File: src/rtl/operand_issue_stage.sv
// Decode->execute boundary register: operand capture, valid/ready issue,
// and load-use hazard bubbling against the instruction held in execute.
module operand_issue_stage #(
  parameter int unsigned REGI_BITS = 4,
  parameter int unsigned REGI_SIZE = 16,
  parameter int unsigned OPC_BITS  = 4,
  parameter int unsigned LOAD_LAT  = 2
) (
  input  logic                 clk,
  input  logic                 rst_n,
  input  logic                 flush,
  input  logic                 id_valid,
  output logic                 id_ready,
  input  logic [OPC_BITS-1:0]  id_opcode,
  input  logic [REGI_BITS-1:0] id_ra1,
  input  logic [REGI_BITS-1:0] id_ra2,
  input  logic [REGI_BITS-1:0] id_wa,
  input  logic                 id_we,
  input  logic                 id_is_load,
  input  logic [REGI_SIZE-1:0] id_imm,
  input  logic [REGI_SIZE-1:0] id_pc,
  output logic [REGI_BITS-1:0] rf_ra1,
  output logic [REGI_BITS-1:0] rf_ra2,
  input  logic [REGI_SIZE-1:0] rf_rd1,
  input  logic [REGI_SIZE-1:0] rf_rd2,
  output logic                 ex_valid,
  input  logic                 ex_ready,
  output logic [OPC_BITS-1:0]  ex_opcode,
  output logic [REGI_BITS-1:0] ex_wa,
  output logic                 ex_we,
  output logic                 ex_is_load,
  output logic [REGI_SIZE-1:0] ex_imm,
  output logic [REGI_SIZE-1:0] ex_pc,
  output logic [REGI_SIZE-1:0] ex_op1,
  output logic [REGI_SIZE-1:0] ex_op2
);

  localparam int unsigned CNT_BITS = $clog2(LOAD_LAT + 1);

  typedef enum logic {ST_RUN, ST_HAZ} state_t;

  typedef struct packed {
    logic [OPC_BITS-1:0]  opcode;
    logic [REGI_BITS-1:0] wa;
    logic                 we;
    logic                 is_load;
    logic [REGI_SIZE-1:0] imm;
    logic [REGI_SIZE-1:0] pc;
    logic [REGI_SIZE-1:0] op1;
    logic [REGI_SIZE-1:0] op2;
  } ex_pl_t;

  state_t              state_q, state_d;
  logic [CNT_BITS-1:0] cnt_q, cnt_d;
  logic                ex_valid_q, ex_valid_d;
  ex_pl_t              ex_q, ex_d;

  logic dep;
  logic accept;
  logic ex_xfer;

  // Register-file read addresses follow decode directly.
  assign rf_ra1 = id_ra1;
  assign rf_ra2 = id_ra2;

  // Load-use dependency of the decoded instruction on the load held in execute.
  always_comb begin
    dep = ex_valid_q & ex_q.is_load & ex_q.we & (ex_q.wa != '0) &
          (((id_ra1 == ex_q.wa) & (id_ra1 != '0)) |
           ((id_ra2 == ex_q.wa) & (id_ra2 != '0)));
  end

  // Handshake qualifiers.
  always_comb begin
    id_ready = (state_q == ST_RUN) & ~flush & ~(id_valid & dep) &
               (~ex_valid_q | ex_ready);
    accept   = id_valid & id_ready;
    ex_xfer  = ex_valid_q & ex_ready;
  end

  // Next-state: issue register, hazard state and bubble counter.
  always_comb begin
    state_d    = state_q;
    cnt_d      = cnt_q;
    ex_valid_d = ex_valid_q;
    ex_d       = ex_q;
    if (flush) begin
      ex_valid_d = 1'b0;
      state_d    = ST_RUN;
      cnt_d      = '0;
    end else begin
      case (state_q)
        ST_RUN: begin
          if (accept) begin
            ex_d.opcode  = id_opcode;
            ex_d.wa      = id_wa;
            ex_d.we      = id_we;
            ex_d.is_load = id_is_load;
            ex_d.imm     = id_imm;
            ex_d.pc      = id_pc;
            ex_d.op1     = rf_rd1;
            ex_d.op2     = rf_rd2;
            ex_valid_d   = 1'b1;
          end else if (ex_xfer) begin
            ex_valid_d = 1'b0;
            if (id_valid & dep) begin
              state_d = ST_HAZ;
              cnt_d   = CNT_BITS'(LOAD_LAT - 1);
            end
          end
        end
        ST_HAZ: begin
          ex_valid_d = 1'b0;
          if (cnt_q == '0) begin
            state_d = ST_RUN;
          end else begin
            cnt_d = cnt_q - CNT_BITS'(1);
          end
        end
        default: begin
          state_d = ST_RUN;
          cnt_d   = '0;
        end
      endcase
    end
  end

  // State and execute-side register update with synchronous reset.
  always_ff @(posedge clk) begin
    if (!rst_n) begin
      state_q    <= ST_RUN;
      cnt_q      <= '0;
      ex_valid_q <= 1'b0;
      ex_q       <= '0;
    end else begin
      state_q    <= state_d;
      cnt_q      <= cnt_d;
      ex_valid_q <= ex_valid_d;
      ex_q       <= ex_d;
    end
  end

  assign ex_valid   = ex_valid_q;
  assign ex_opcode  = ex_q.opcode;
  assign ex_wa      = ex_q.wa;
  assign ex_we      = ex_q.we;
  assign ex_is_load = ex_q.is_load;
  assign ex_imm     = ex_q.imm;
  assign ex_pc      = ex_q.pc;
  assign ex_op1     = ex_q.op1;
  assign ex_op2     = ex_q.op2;

endmodule

File: config.mk
export PLATFORM = sky130hd
export DESIGN_NAME = operand_issue_stage
export DESIGN_NICKNAME = d
export VERILOG_FILES = /design/src/rtl/operand_issue_stage.sv
export SDC_FILE = /design/constraint.sdc
export NUM_CORES = 1
export LEC_CHECK = 0
export CAP_MARGIN = 15
export CORE_ASPECT_RATIO = 1.2
export CORE_UTILIZATION = 38
export DETAILED_ROUTE_END_ITERATION = 8
export GPL_ROUTABILITY_DRIVEN = 1
export MAX_ROUTING_LAYER = met4
export PLACE_DENSITY_LB_ADDON = 0.3
export SYNTH_ARGS = -nofsm -noshare
export SYNTH_HDL_FRONTEND = slang
export SYNTH_SLANG_ARGS = --single-unit
File: constraint.sdc
create_clock -name clk -period 4.05 [get_ports clk]
set_clock_uncertainty 0.2 [all_clocks]
set_input_delay 0.405 -clock clk [delete_from_list [all_inputs] [get_ports clk]]
set_output_delay 0.405 -clock clk [all_outputs]
set_load 0.01 [all_outputs]
; ---- Word-level counts from Yosys, hierarchy flattened
; Index checks and enable logic that the tools add are counted.
[word_totals]
regBits = 78
n_memories = 0
word_cells = 58
in_bits = 87
romBits = 0
mem_bits_rw = 0
latchBits = 0
output_inout_bits = 84
[op_classes]
n_reduce_logical = 7
n_bitwise = 19
n_mux = 13
n_div = 0
magnitude_cmp = 0
n_eq_ne = 7
addsub = 1
mul = 0
n_shift = 0
[op_table]
columns = operator, count
row1 = 1-bit AND, 12
row2 = 4-bit nonzero test, 3
row3 = 4-bit equality test, 2
row4 = 2-bit 2-to-1 mux, 4
row5 = 1-bit 2-to-1 mux, 6
row6 = 2-bit inequality test (second input constant), 3
row7 = 1-bit inverter, 5
row8 = 1-bit one-hot mux with 2 select lines, 2
row9 = 2-bit one-hot mux with 2 select lines, 1
row10 = 4-bit AND reduction, 1
row11 = 3-bit inequality test (second input constant), 1
row12 = 3-bit AND reduction, 1
row13 = 2-bit zero test, 1
row14 = 2-bit by 1-bit inequality test with 1-bit output (second input constant), 1
row15 = 1-bit bitwise OR, 2
row16 = 2-bit OR reduction, 1
row17 = 2-bit by 1-bit subtractor with 2-bit output (second input constant), 1

; ---- Longest topological paths before layout
[depth]
word_depth = 11
depth_mapped = 7
ltp_nobuf = 6

; ---- Worst setup path before layout
; No wires, ideal clock.
[synth_path]
path_kind = register to register
start = register ex_valid_q, in the netlist ex_valid
end = register ex_valid_q, in the netlist ex_valid
required_time_ps = 3735
t_arrival_ps = 1820
n_path_buf = 2
path_stages_with_launch = 8
setup_time_ps = 115
slack_ps = 1915
synth_period_minus_slack_ps = 2135
cell_sequence = dfxtp_1 -> nand4_1 -> or4_1 -> a21oi_2 -> nor3_1 -> buf_6 -> buf_6 -> o21a_1
[synth_via]
elab_chain_cells = 11
elab_cells_between_ends = 15
classes_between = 1 x eq/ne / 2 x mux / 12 x bitwise
[synth_lines]
columns = element, line
row1 = "start, declared", 55  ; logic ex_valid_q, ex_valid_d;
row2 = "start signal, assigned", 138  ; ex_valid_q <= ex_valid_d;
row3 = 1-bit AND (4 in a row), 68  ; dep = ex_valid_q & ex_q.is_load & ex_q.we & (ex_q.wa != '0) &
row4 = 1-bit AND, 75  ; id_ready = (state_q == ST_RUN) & ~flush & ~(id_valid & dep) &
row5 = 1-bit inverter, 75
row6 = 1-bit AND (2 in a row), 75
row7 = 1-bit AND, 77  ; accept = id_valid & id_ready;
row8 = 1-bit 2-to-1 mux, 94  ; if (accept) begin
row9 = 1-bit one-hot mux with 2 select lines, 92  ; case (state_q)
; Several ways; a longest one is shown, not always the timed one.
; A chain may end at the register's enable or synchronous reset.

; ---- Worst setup path after layout
[layout_path]
start = input id_valid
end = output id_ready
[layout_via]
elab_chain_cells = 4
[layout_lines]
columns = element, line
row1 = "start, declared", 12  ; input logic id_valid,
row2 = 1-bit AND, 75
row3 = 1-bit inverter, 75
row4 = 1-bit AND (2 in a row), 75
row5 = "end, declared", 13  ; output logic id_ready,
; No other way between the ends.

==> results.md <==
- Clock group share of total power: 0.351
- Pwr Density: 337 nW/um2
- Full die area: 9100 um2
- CP peak stage delay: 0.57 ns
- Post-CTS sizing: 0
- CTS tree: done
- Combinational Power Share: 0.177
- CTS Buf Count: 9
- Clock Latency Late Sink: 0.35 ns
- Initial antenna violation count: 0
- Mapped Cells: 370
- Post-CTS setup buffers: 0
- Htree depth: 3
- Clock sink count: 78
- Area grow syn2layout: 56.7%
- Worst setup SP type: input pin
- Pleak: 1.99 nW
- Fmax: 335 MHz
- Ant. Diodes: 0
- Row count: 36
- DIE HEIGHT: 104 um
- Vias per cell: 4.61
- Hold Buf Count CTS: 0
- Fillers: 757
- Run status: finished, final reports clean
- Hold/Removal Path Class: reg -> reg
- Max Cap Violations: 0
- Commonest non-fill, non-tap cell in the layout: clkdlybuf4s50_1
- Setup TNS: 0 ns
- First-pass GRT wire length: 13.0 mm
- Final Max Slew Viols: 0
- Total gr overflow: 0
- Final Cycle Share: 0.737
- Drt total wl: 8.19 mm
- Most frequent cells in the layout: clkdlybuf4s50_1 (169), nand2_1 (152), dfxtp_1 (78)
- CP required: 3.44 ns
- Critical path type: in -> out
- Number of global-route vias before repair: 2,831
- Sequential area share after synthesis: 0.471
- Buffers on Ports: 170
- Net Sw Frac: 0.237
- CP Max Fanout: 3
- Pint: 1.33 mW
- Area of the core: 8290 um2
- Routability congestion estimate: 0.713
- Register area: 1560 um2
- Slowest cell on crit path: or4_1
- Post-synthesis cell type count: 27
- Largest net degree at the start of global routing: 63
- Flops & latches, synth: 78
- Slew @ Worst Pin: 1.03 ns
- Clk buf depth: 2
- Critical Path End Type: primary output
- Detailed Routing Iterations Pass 1: 4
- RSZ-0062 raised after global routing: no
- Sequential group share of total power: 0.473
- Period minus WS final: 2.98 ns
- Cell Area, Synth: 3310 um2
- Final net count: 610
- Slew HR: 0.313
- Final hold violations: 0
- Worst ir drop on vdd: 0.198 mV
- DRT iter0 DRCs: 89
- DRC viols: 0
- Drt wl/cell: 12.8 um
- Synth warn: 0
- Switching component of the power: 0.415 mW
- Vias: 2,949
- CP cell instances: clkdlybuf4s50_1, nand4_1, or4_1, a21oi_2, nor3b_1, clkdlybuf4s50_1
- Multi-input logic area: 1540 um2
- GRT Overall Usage: 0.189
- Clock transition at path regs: 0.07 ns
- Antenna-violating nets left: 0
- Critical path arrival: 2.38 ns
- DP Wirelength: 5.92 mm
- Starting density of the core: 0.400
- IO Pins: 171
- Final setup violation count: 0
- Fin Hold WS: 0.257 ns
- Root buffer cell: clkbuf_8
- Avg Inst Size Synth: 8.95 um2
- Post-Syn Nets: 458
- Most common cell on crit path: clkdlybuf4s50_1
- Die Span X: 87.2 um
- Layout cell share with drive strength beyond 1: 0.0418
==> area by class of cell <==
type | instances | share of cell area
flip-flops and latches | 78 | 0.301
well taps | 114 | 0.0275
inverters | 4 | 0.00289
clock inverters | 5 | 0.0145
clock buffers | 10 | 0.0246
repair buffers | 174 | 0.333
multi-input cells | 255 | 0.297
==> stage by stage <==
step / area, um2 / worst slack, ns / std cells / util / power [mW]
2_1_floorplan: 3310 / 1.92 / 370 / - / 0.977
3_3_place_gp: 4990 / 1.11 / 625 / 0.602 / 1.15
3_5_place_dp: 4990 / 1.06 / 625 / 0.602 / 1.16
4_1_cts: 5190 / 1.06 / 640 / 0.626 / 1.77
5_1_grt: 5190 / 0.980 / 640 / 0.626 / 1.84
6_report: 5190 / 1.07 / 640 / 0.626 / 1.75
==> worst max-delay path, delay by kind of cell <==
family / cells / cell delay [ns]
buf+inv: 2 / 0.97
compound gates: 1 / 0.19
simple gates: 3 / 0.83
==> synthesized netlist by cell type, drive strengths merged <==
cell / instances / area [um2]
a2111oi: 1 / 27.5
a21boi: 1 / 7.51
a21oi: 2 / 13.8
a31oi: 1 / 6.26
and3: 1 / 6.26
buf: 16 / 138
clkbuf: 17 / 63.8
dfxtp: 78 / 1560
ha: 1 / 12.5
inv: 4 / 15.0
mux2i: 74 / 741
nand2: 152 / 571
nand4: 1 / 6.26
nor2: 2 / 7.51
nor2b: 2 / 12.5
nor3: 3 / 15.0
nor3b: 2 / 15.0
o2111ai: 1 / 8.76
o21a: 1 / 7.51
o21ai: 1 / 5.00
or3: 2 / 12.5
or4: 1 / 7.51
xnor2: 2 / 17.5
xor2: 4 / 35.0
==> routing by layer <==
| layer | vias to the layer above | track usage | part of all wire |
|---|---|---|---|
| met5 | - | - | 0 |
| met4 | 0 | 0.0960 | 0.022 |
| met3 | 12 | 0.0444 | 0.067 |
| met2 | 109 | 0.322 | 0.50 |
| met1 | 1337 | 0.200 | 0.41 |
| li1 | 1491 | - | - |
==> sequential cells by signal, indices dropped and copies added (netlist names), 2 cells and up <==
signal,count
ex_opcode,4
ex_pc,16
ex_wa,4
ex_op1,16
cnt_q,2
ex_op2,16
ex_imm,16
==> final timing paths <==
kind | from | depth (start not counted) | to | slack, ns
setup / recovery | id_valid | 6 | id_ready | 1.07
hold / removal | ex_pc[9] | 2 | ex_pc[9] | 0.26
hold reg to reg | ex_pc[9] | 2 | ex_pc[9] | 0.26
setup reg to reg | ex_wa[1] | 6 | ex_opcode[2] | 1.52
==> kinds of logic (layout without fill, tap and decap cells) <==
group / count (synthesis) / in the layout / synth area share
xor gates and xnor gates: 6 / 6 / 0.0159
muxes: 74 / 74 / 0.224
adders and majority gates: 1 / 1 / 0.00378
and+or+nand+nor: 166 / 166 / 0.197
AOI/OAI and AO/OA: 8 / 8 / 0.0230
DFF: 78 / 78 / 0.471
buffers and inverters: 37 / 193 / 0.0653
==> power by group through the flow <==
| stage | Combinational (mW) | Sequential (mW) | Clock [mW] |
|---|---|---|---|
| finish | 0.309 | 0.827 | 0.613 |
| global route | 0.334 | 0.832 | 0.670 |
| CTS | 0.313 | 0.827 | 0.633 |
| detailed placement | 0.312 | 0.845 | 0 |
| global placement | 0.307 | 0.843 | 0 |
| floorplan | 0.116 | 0.861 | 0 |
Power figures use the tool's default switching activity.
